$ cat src/rtl/ex_mem_stage_if.sv
// EX/MEM stage bus: EX-side handshake and fields, MEM-side handshake and fields,
// flush and the stall counter readout. The stage itself uses the slave modport.
interface ex_mem_stage_if #(
  parameter int REG_WIDTH      = 32,
  parameter int REG_ADDR_WIDTH = 5,
  parameter int PC_WIDTH       = 32,
  parameter int CNT_WIDTH      = 16
);
  logic                      flush;

  logic                      in_valid;
  logic                      in_ready;
  logic [REG_WIDTH-1:0]      in_alu_out;
  logic [REG_WIDTH-1:0]      in_dataB;
  logic [6:0]                in_opcode;
  logic [REG_ADDR_WIDTH-1:0] in_rs1;
  logic [REG_ADDR_WIDTH-1:0] in_rs2;
  logic [REG_ADDR_WIDTH-1:0] in_rd;
  logic                      in_reg_write_en;
  logic                      in_mem_write_en;
  logic                      in_wb_sel;
  logic [PC_WIDTH-1:0]       in_pc_next;

  logic                      out_valid;
  logic                      out_ready;
  logic [REG_WIDTH-1:0]      out_alu_out;
  logic [REG_WIDTH-1:0]      out_dataB;
  logic [6:0]                out_opcode;
  logic [REG_ADDR_WIDTH-1:0] out_rs1;
  logic [REG_ADDR_WIDTH-1:0] out_rs2;
  logic [REG_ADDR_WIDTH-1:0] out_rd;
  logic                      out_reg_write_en;
  logic                      out_mem_write_en;
  logic                      out_wb_sel;

  logic [CNT_WIDTH-1:0]      stall_cnt;

  modport master (
    output flush, in_valid, in_alu_out, in_dataB, in_opcode, in_rs1, in_rs2, in_rd,
           in_reg_write_en, in_mem_write_en, in_wb_sel, in_pc_next, out_ready,
    input  in_ready, out_valid, out_alu_out, out_dataB, out_opcode, out_rs1, out_rs2,
           out_rd, out_reg_write_en, out_mem_write_en, out_wb_sel, stall_cnt
  );

  modport slave (
    input  flush, in_valid, in_alu_out, in_dataB, in_opcode, in_rs1, in_rs2, in_rd,
           in_reg_write_en, in_mem_write_en, in_wb_sel, in_pc_next, out_ready,
    output in_ready, out_valid, out_alu_out, out_dataB, out_opcode, out_rs1, out_rs2,
           out_rd, out_reg_write_en, out_mem_write_en, out_wb_sel, stall_cnt
  );
endinterface

$ cat src/rtl/ex_mem_stage.sv
// EX/MEM pipeline register with valid/ready handshake and a two-entry skid buffer.
// Entry M drives the MEM side; entry S absorbs one instruction while M is stalled,
// so in_ready can come straight from a flop. JAL/JALR link value replaces the ALU
// result at capture. stall_cnt saturates and is cleared only by reset.
module ex_mem_stage #(
  parameter int REG_WIDTH      = 32,
  parameter int REG_ADDR_WIDTH = 5,
  parameter int PC_WIDTH       = 32,
  parameter int CNT_WIDTH      = 16
) (
  input  logic          clk,
  input  logic          reset,
  ex_mem_stage_if.slave bus
);
  localparam logic [6:0] OP_JAL  = 7'b1101111;
  localparam logic [6:0] OP_JALR = 7'b1100111;

  typedef struct packed {
    logic [REG_WIDTH-1:0]      result;
    logic [REG_WIDTH-1:0]      data_b;
    logic [6:0]                opcode;
    logic [REG_ADDR_WIDTH-1:0] rs1;
    logic [REG_ADDR_WIDTH-1:0] rs2;
    logic [REG_ADDR_WIDTH-1:0] rd;
    logic                      reg_we;
    logic                      mem_we;
    logic                      wb_sel;
  } entry_t;

  entry_t               m_q;
  entry_t               s_q;
  entry_t               cap;
  logic                 m_valid;
  logic                 s_valid;
  logic                 accept;
  logic                 drain;
  logic [REG_WIDTH-1:0] link_value;
  logic [CNT_WIDTH-1:0] stall_q;

  // Link value is PC+4 fitted to the register width (zero-extend or truncate).
  generate
    if (PC_WIDTH >= REG_WIDTH) begin : g_link_trunc
      assign link_value = bus.in_pc_next[REG_WIDTH-1:0];
    end else begin : g_link_ext
      assign link_value = {{(REG_WIDTH-PC_WIDTH){1'b0}}, bus.in_pc_next};
    end
  endgenerate

  assign accept = bus.in_valid & ~s_valid;
  assign drain  = m_valid & bus.out_ready;

  // Build the entry to be stored, applying the JAL/JALR result substitution.
  always_comb begin
    cap        = '0;
    cap.result = ((bus.in_opcode == OP_JAL) || (bus.in_opcode == OP_JALR)) ?
                 link_value : bus.in_alu_out;
    cap.data_b = bus.in_dataB;
    cap.opcode = bus.in_opcode;
    cap.rs1    = bus.in_rs1;
    cap.rs2    = bus.in_rs2;
    cap.rd     = bus.in_rd;
    cap.reg_we = bus.in_reg_write_en;
    cap.mem_we = bus.in_mem_write_en;
    cap.wb_sel = bus.in_wb_sel;
  end

  // Skid buffer update: S always refills M first so order is preserved; flush wins.
  always_ff @(posedge clk or posedge reset) begin
    if (reset) begin
      m_q     <= '0;
      s_q     <= '0;
      m_valid <= 1'b0;
      s_valid <= 1'b0;
    end else if (bus.flush) begin
      m_valid <= 1'b0;
      s_valid <= 1'b0;
    end else if (!m_valid || drain) begin
      if (s_valid) begin
        m_q     <= s_q;
        m_valid <= 1'b1;
        if (accept) begin
          s_q     <= cap;
          s_valid <= 1'b1;
        end else begin
          s_valid <= 1'b0;
        end
      end else if (accept) begin
        m_q     <= cap;
        m_valid <= 1'b1;
      end else begin
        m_valid <= 1'b0;
      end
    end else if (accept) begin
      s_q     <= cap;
      s_valid <= 1'b1;
    end
  end

  // Count cycles where MEM holds a valid entry but refuses it; stick at all-ones.
  always_ff @(posedge clk or posedge reset) begin
    if (reset) begin
      stall_q <= '0;
    end else if (m_valid && !bus.out_ready && (stall_q != '1)) begin
      stall_q <= stall_q + 1'b1;
    end
  end

  assign bus.in_ready         = ~s_valid;
  assign bus.out_valid        = m_valid;
  assign bus.out_alu_out      = m_q.result;
  assign bus.out_dataB        = m_q.data_b;
  assign bus.out_opcode       = m_q.opcode;
  assign bus.out_rs1          = m_q.rs1;
  assign bus.out_rs2          = m_q.rs2;
  assign bus.out_rd           = m_q.rd;
  assign bus.out_reg_write_en = m_q.reg_we & m_valid;
  assign bus.out_mem_write_en = m_q.mem_we & m_valid;
  assign bus.out_wb_sel       = m_q.wb_sel;
  assign bus.stall_cnt        = stall_q;

endmodule
$ cat src/flat_wrapper.sv
// flat-port wrapper written by rule: the top's interface ports become plain ports
module ex_mem_stage_flat 
#(
  parameter int REG_WIDTH      = 32,
  parameter int REG_ADDR_WIDTH = 5,
  parameter int PC_WIDTH       = 32,
  parameter int CNT_WIDTH      = 16
)
  (clk, reset, bus_flush, bus_in_valid, bus_in_alu_out, bus_in_dataB, bus_in_opcode, bus_in_rs1, bus_in_rs2, bus_in_rd, bus_in_reg_write_en, bus_in_mem_write_en, bus_in_wb_sel, bus_in_pc_next, bus_out_ready, bus_in_ready, bus_out_valid, bus_out_alu_out, bus_out_dataB, bus_out_opcode, bus_out_rs1, bus_out_rs2, bus_out_rd, bus_out_reg_write_en, bus_out_mem_write_en, bus_out_wb_sel, bus_stall_cnt);
  ex_mem_stage_if #(.REG_WIDTH(REG_WIDTH), .REG_ADDR_WIDTH(REG_ADDR_WIDTH), .PC_WIDTH(PC_WIDTH), .CNT_WIDTH(CNT_WIDTH)) bus_i ();
  input  logic clk;
  input  logic reset;
  input wire logic [$bits(bus_i.flush)-1:0] bus_flush;
  input wire logic [$bits(bus_i.in_valid)-1:0] bus_in_valid;
  input wire logic [$bits(bus_i.in_alu_out)-1:0] bus_in_alu_out;
  input wire logic [$bits(bus_i.in_dataB)-1:0] bus_in_dataB;
  input wire logic [$bits(bus_i.in_opcode)-1:0] bus_in_opcode;
  input wire logic [$bits(bus_i.in_rs1)-1:0] bus_in_rs1;
  input wire logic [$bits(bus_i.in_rs2)-1:0] bus_in_rs2;
  input wire logic [$bits(bus_i.in_rd)-1:0] bus_in_rd;
  input wire logic [$bits(bus_i.in_reg_write_en)-1:0] bus_in_reg_write_en;
  input wire logic [$bits(bus_i.in_mem_write_en)-1:0] bus_in_mem_write_en;
  input wire logic [$bits(bus_i.in_wb_sel)-1:0] bus_in_wb_sel;
  input wire logic [$bits(bus_i.in_pc_next)-1:0] bus_in_pc_next;
  input wire logic [$bits(bus_i.out_ready)-1:0] bus_out_ready;
  output wire logic [$bits(bus_i.in_ready)-1:0] bus_in_ready;
  output wire logic [$bits(bus_i.out_valid)-1:0] bus_out_valid;
  output wire logic [$bits(bus_i.out_alu_out)-1:0] bus_out_alu_out;
  output wire logic [$bits(bus_i.out_dataB)-1:0] bus_out_dataB;
  output wire logic [$bits(bus_i.out_opcode)-1:0] bus_out_opcode;
  output wire logic [$bits(bus_i.out_rs1)-1:0] bus_out_rs1;
  output wire logic [$bits(bus_i.out_rs2)-1:0] bus_out_rs2;
  output wire logic [$bits(bus_i.out_rd)-1:0] bus_out_rd;
  output wire logic [$bits(bus_i.out_reg_write_en)-1:0] bus_out_reg_write_en;
  output wire logic [$bits(bus_i.out_mem_write_en)-1:0] bus_out_mem_write_en;
  output wire logic [$bits(bus_i.out_wb_sel)-1:0] bus_out_wb_sel;
  output wire logic [$bits(bus_i.stall_cnt)-1:0] bus_stall_cnt;
  assign bus_i.flush = bus_flush;
  assign bus_i.in_valid = bus_in_valid;
  assign bus_i.in_alu_out = bus_in_alu_out;
  assign bus_i.in_dataB = bus_in_dataB;
  assign bus_i.in_opcode = bus_in_opcode;
  assign bus_i.in_rs1 = bus_in_rs1;
  assign bus_i.in_rs2 = bus_in_rs2;
  assign bus_i.in_rd = bus_in_rd;
  assign bus_i.in_reg_write_en = bus_in_reg_write_en;
  assign bus_i.in_mem_write_en = bus_in_mem_write_en;
  assign bus_i.in_wb_sel = bus_in_wb_sel;
  assign bus_i.in_pc_next = bus_in_pc_next;
  assign bus_i.out_ready = bus_out_ready;
  assign bus_in_ready = bus_i.in_ready;
  assign bus_out_valid = bus_i.out_valid;
  assign bus_out_alu_out = bus_i.out_alu_out;
  assign bus_out_dataB = bus_i.out_dataB;
  assign bus_out_opcode = bus_i.out_opcode;
  assign bus_out_rs1 = bus_i.out_rs1;
  assign bus_out_rs2 = bus_i.out_rs2;
  assign bus_out_rd = bus_i.out_rd;
  assign bus_out_reg_write_en = bus_i.out_reg_write_en;
  assign bus_out_mem_write_en = bus_i.out_mem_write_en;
  assign bus_out_wb_sel = bus_i.out_wb_sel;
  assign bus_stall_cnt = bus_i.stall_cnt;
  ex_mem_stage #(.REG_WIDTH(REG_WIDTH), .REG_ADDR_WIDTH(REG_ADDR_WIDTH), .PC_WIDTH(PC_WIDTH), .CNT_WIDTH(CNT_WIDTH)) u_core (.clk(clk), .reset(reset), .bus(bus_i));
endmodule
$ cat config.mk
export PLATFORM = sky130hd
export DESIGN_NAME = ex_mem_stage_flat
export DESIGN_NICKNAME = d
export VERILOG_FILES = /design/src/rtl/ex_mem_stage_if.sv /design/src/rtl/ex_mem_stage.sv /design/src/flat_wrapper.sv
export SDC_FILE = /design/constraint.sdc
export NUM_CORES = 1
export LEC_CHECK = 0
export CAP_MARGIN = 20
export CORE_MARGIN = 2
export CORE_UTILIZATION = 49
export DETAILED_ROUTE_END_ITERATION = 16
export HOLD_SLACK_MARGIN = 0.08
export PLACE_DENSITY = 0.8
export SYNTH_ARGS = -nofsm -noshare
export SYNTH_HDL_FRONTEND = slang
export SYNTH_SLANG_ARGS = --single-unit
$ cat constraint.sdc
create_clock -name clk -period 7.9 [get_ports clk]
set_clock_uncertainty 0.2 [all_clocks]
set_input_delay 1.975 -clock clk [delete_from_list [all_inputs] [get_ports clk]]
set_output_delay 1.975 -clock clk [all_outputs]
set_load 0.1 [all_outputs]
# [Word level (Yosys, flattened, before mapping)]
# Index checks and enable logic that the tools add are counted.
[classes] eq_ne=4 n_addsub=1 n_mux=14 reduce_logical=11 bitwise=6
[ops] op="2-to-1 mux 89 bit" count=5
[ops] op="2-to-1 mux 32 bit" count=1
[ops] op="adder 16 x 1 -> 16 bit, second input constant" count=1
[ops] op="!= test 16 bit, second input constant" count=1
[ops] op="equality test 7 bit, second input constant" count=2
[ops] op="2-to-1 mux 1 bit" count=8
[ops] op="AND 1 bit" count=4
[ops] op="nonzero test 2 bit" count=2
[ops] op="AND reduction 3 bit" count=1
[ops] op="nonzero test 3 bit" count=1
[ops] op="logical AND 1 bit" count=2
[ops] op="logical NOT 1 bit" count=2
[ops] op="logical OR 1 bit" count=2
[ops] op="!= test 2 x 1 -> 1 bit, second input constant" count=1
[ops] op="inverter 1 bit" count=2
[ops] op="AND reduction 2 bit" count=1
[totals] output_inout_bits=107 inputBits=126 wordCells=57 regBits=196

# [Depth between registers and ports, before layout]
[logic_depth] word_depth=6 depth_mapped=8 depth_no_buf=5

# [Worst setup path before layout]
# Ideal clock, no wire load.
[synth_path] kind="register -> output" from="reg u_core.m_valid (netlist: u_core.bus.out_valid)" to="out bus_out_mem_write_en" slack_ps=3897 arrival_ps=1828 required_ps=5725 path_stages_with_launch=2 path_buffers=0 path_cell_list="dfrtp_1 -> and2_1"
[synth_via] elab_chain_len=1
[synth_rtl] item="start: declaration" line="ex_mem_stage.sv:33" rtl="logic m_valid;"
[synth_rtl] item="start signal: assignment" line="ex_mem_stage.sv:72" rtl="m_valid <= 1'b0;"
[synth_rtl] item="start signal: assignment" line="ex_mem_stage.sv:75" rtl="m_valid <= 1'b0;"
[synth_rtl] item="start signal: assignment" line="ex_mem_stage.sv:80" rtl="m_valid <= 1'b1;"
[synth_rtl] item="AND 1 bit" line="ex_mem_stage.sv:117" rtl="assign bus.out_mem_write_en = m_q.mem_we & m_valid;"
[synth_rtl] item="end: declaration" line="flat_wrapper.sv:35" rtl="output wire logic [$bits(bus_i.out_mem_write_en)-1:0] bus_out_mem_write_en;"
# No other way between the ends.

# [Worst setup path in the final report]
[layout_path] from="reg u_core.s_valid" to="out bus_in_ready"
[layout_via] elab_chain_len=1
[layout_rtl] item="start: declaration" line="ex_mem_stage.sv:34" rtl="logic s_valid;"
[layout_rtl] item="start signal: assignment" line="ex_mem_stage.sv:73" rtl="s_valid <= 1'b0;"
[layout_rtl] item="start signal: assignment" line="ex_mem_stage.sv:76" rtl="s_valid <= 1'b0;"
[layout_rtl] item="start signal: assignment" line="ex_mem_stage.sv:83" rtl="s_valid <= 1'b1;"
[layout_rtl] item="inverter 1 bit" line="ex_mem_stage.sv:108" rtl="assign bus.in_ready = ~s_valid;"
[layout_rtl] item="end: declaration" line="flat_wrapper.sv:26" rtl="output wire logic [$bits(bus_i.in_ready)-1:0] bus_in_ready;"
# No other way between the ends.

==> summary.txt <==
Run status
  – Status: finished clean

Layout
  – Final net count: about 1100
  – Post-Layout Cell Count: 1185
  – Commonest non-fill, non-tap cell in the layout: clkdlybuf4s50_1
  – Most frequent cells in the layout: 232 x clkdlybuf4s50_1, 195 x dfrtp_1, 127 x nand2_1, 89 x mux2i_1, 57 x mux2_2
  – Syn-to-layout area delta: 26.63%
  – Cell area after layout: 0.01153 mm^2
  – Layout cells sized above 1: 11.09%
  – Filler cells: 1488
  – Antenna diodes: 0

Clock network
  – Worst skew pair latency: 0.42 ns
  – Clk pin slew, worst setup/hold paths: approximately 0.070 ns
  – CTS sink count: 196
  – CTS tree: built
  – Hold_buf cts: 0
  – CTS Buf Count: 17
  – CTS Root Cell: clkbuf_16
  – CTS H-Tree Depth: 4
  – Setup repair bufs after CTS: 0
  – Post-CTS Resized: 0
  – CTS max path bufs: 2

Timing
  – Endpoints failing setup: 0
  – Fin Setup TNS: 0 ns
  – Worst Max-Slew Pin Slew: 1.052 ns
  – Slew headroom: 29.67%
  – RSZ-0062 raised after global routing: false
  – F_max: about 210 MHz
  – Final hold vios: 0
  – Share of the clock period used by the worst path: 59.93%
  – Final min period: 4.734 ns
  – Slew Viols, Final: 0

Critical path
  – Critical path cell sequence: inv_1 > clkdlybuf4s50_1
  – Worst reg2reg startpoint: u_core.s_valid
  – Worst EP required: between 5 and 6 ns
  – Critical path class: reg -> out
  – Arr. time, crit path: 2.56 ns
  – Flop2flop setup slack: about 4.7 ns
  – Critical-path top delay cell: clkdlybuf4s50_1
  – Worst Setup End Kind: output port
  – Worst r2r dst: u_core.bus.out_dataB[31]
  – Slowest cell delay on critical path: 1.19 ns
  – Reg2Reg Depth: 4
  – Worst Setup Start Kind: register
  – Peak fanout along the critical path: 52

Synth
  – Synth area leader: dfrtp_1
  – Syn Area/Cell: 11.09 um^2
  – Post-Synth Adder-Cell Area: 0.1374%
  – Synth warn: 0
  – FF+latch count, synth: 196
  – Simple-gate share of the synthesized area: under 10%
  – Cell Area, Synth: 0.009109 mm^2
  – Synth area leaders: dfrtp_1 54%, mux2i_1 9.8%, buf_4 7.1%
  – Multiplexer share of the synthesized area: 16.99%
  – Post-synthesis sequential area ratio: 53.85%
  – Fraction of synthesized cell area in xor and xnor cells: 1.346%
  – Post-synthesis compound-gate area fraction: 7.692%
  – Share of the synthesized area in the top cell type: 53.85%
  – Main combinational cell family by area after synthesis: multiplexers
  – Post-synthesis cell type count: 37
  – Syn_nets: 948
  – Post-synthesis cell count: 821

Die
  – Initial core utilization: 50.36%
  – Core area: 0.01809 mm^2
  – Rows: 49
  – Die area: between 0.015 and 0.02 mm^2
  – Io pins: between 200 and 250
  – Die Height: between 100 and 150 um
  – Chip Width: 140.3 um

Place
  – Inst Count DP: 1154
  – Area after DPL: 0.01094 mm^2
  – Number of port buffers: 232
  – HPWL Detailed: 13.34 mm
  – Placer Congestion: 0.7936

Pwr
  – Power, Total: roughly 3.4 mW
  – Pleak: between 5 and 6 nW
  – Peak supply drop: between 0.2 and 0.3 mV
  – Pwr Density: 290.9 mW/mm^2

Hold path
  – WHS Endpoint: u_core.s_q[74]
  – Hold Startpoint: u_core.s_q[74]
  – Worst hold stages: 2
  – HP Class: reg -> reg

Global routing
  – Global-route wire length before repair: 32.49 mm
  – Congestion Overflow GR: 0
  – Vias in the first global route: 6181
  – Tot GR Track Use: 20.66%
  – Largest net degree at the start of global routing: 136
  – Initial antenna violation count: 1

Drt
  – DR iter-0 viols: 364
  – DR vias: 6262
  – Final antenna-violating net count: 0
  – Vias per std cell: 5.284
  – DR DRC count: 0
  – Detailed Routing Iterations Pass 1: 4
  – WL per Instance: 16.93 um
  – Routed WL: 20.06 mm

Job
  – Max-cap violations: 0
-- synth_stat cells, drive strengths merged --
master and instances:
clkbuf 23, nor4 3, ha 1, buf 113
nand3 37, and4b 2, or3b 1, a21oi 1
nand3b 1, o211ai 32, or3 1, and4 1
mux2i 89, nor2 8, nand2 127, inv 4
xor2 7, nand2b 1, and2b 1, xnor2 7
or2 1, mux2 58, and2 2, nand4 8
nor3 4, and3 1, dfrtp 196, o21ai 91
-- report_power, final --
group	switching, mW	internal (mW)	total (mW)
clock network	0.403	0.476	0.879
logic	0.828	0.327	1.15
registers	0.121	1.20	1.32
-- worst max-delay path, delay by kind of cell (launching register included) --
kind	cells	cell delay [ns]
buffers and inverters	2	1.38
flip-flops	1	0.75
-- metal layers --
| metal | track usage (%) | share of wire [%] |
|---|---|---|
| met2 | 34.49 | 50 |
| met4 | 5.476 | 0.83 |
| met1 | 27.20 | 43 |
| met3 | 4.991 | 5.9 |
| met5 | 0 | 0 |
-- through the flow --
| stage | util, % | hold WS [ns] | setup WS (ns) |
|---|---|---|---|
| after floorplan | - | 0.2480 | 0.3844 |
| after detailed placement | 60.49 | 0.2699 | 3.108 |
| after global placement | 60.23 | 0.2614 | 3.136 |
| final | 63.78 | 0.2821 | 3.166 |
| after global routing | 63.78 | 0.3075 | 3.095 |
| after CTS | 63.78 | 0.2862 | 3.136 |
-- state kept, by name, summed over array words and instances (netlist names) --
register                cells
u_core.bus.out_opcode       7
u_core.m_q                  2
u_core.bus.out_dataB       32
u_core.s_q                 89
u_core.bus.out_wb_sel       1
u_core.bus.out_rs2          5
u_core.bus.out_alu_out     32
u_core.bus.out_valid        1
u_core.s_valid              1
u_core.bus.stall_cnt       16
u_core.bus.out_rs1          5
u_core.bus.out_rd           5
-- cell type report --
type                    instances  area, um^2  share of cell area, %
flip-flops and latches        196        4908                  42.55
multi-input cells             485        3308                  28.68
repair buffers                240        2415                  20.94
clock buffers                  17       425.4                  3.688
well taps                     229       286.5                  2.484
clock inverters                14       168.9                  1.464
inverters                       4       22.52                 0.1952
-- worst max-delay path by stage --
stage	from	end	depth (start not counted)
global placement	bus_out_ready	u_core.bus.out_alu_out[28]	6
detailed placement	bus_out_ready	u_core.bus.out_dataB[31]	5
finish	u_core.s_valid	bus_in_ready	2
floorplan	reset	u_core.bus.out_alu_out[0]	1
global route	u_core.s_valid	bus_in_ready	2
CTS	u_core.s_valid	bus_in_ready	2
-- cell families after synthesis --
| kind of cell | after synthesis |
|---|---|
| AOI/OAI and AO/OA | 124 |
| adders and majority gates | 1 |
| DFF | 196 |
| buffers and inverters | 140 |
| xor gates and xnor gates | 14 |
| and+or+nand+nor | 199 |
| muxes | 147 |
Note: power is estimated with default switching activity, not from simulation.
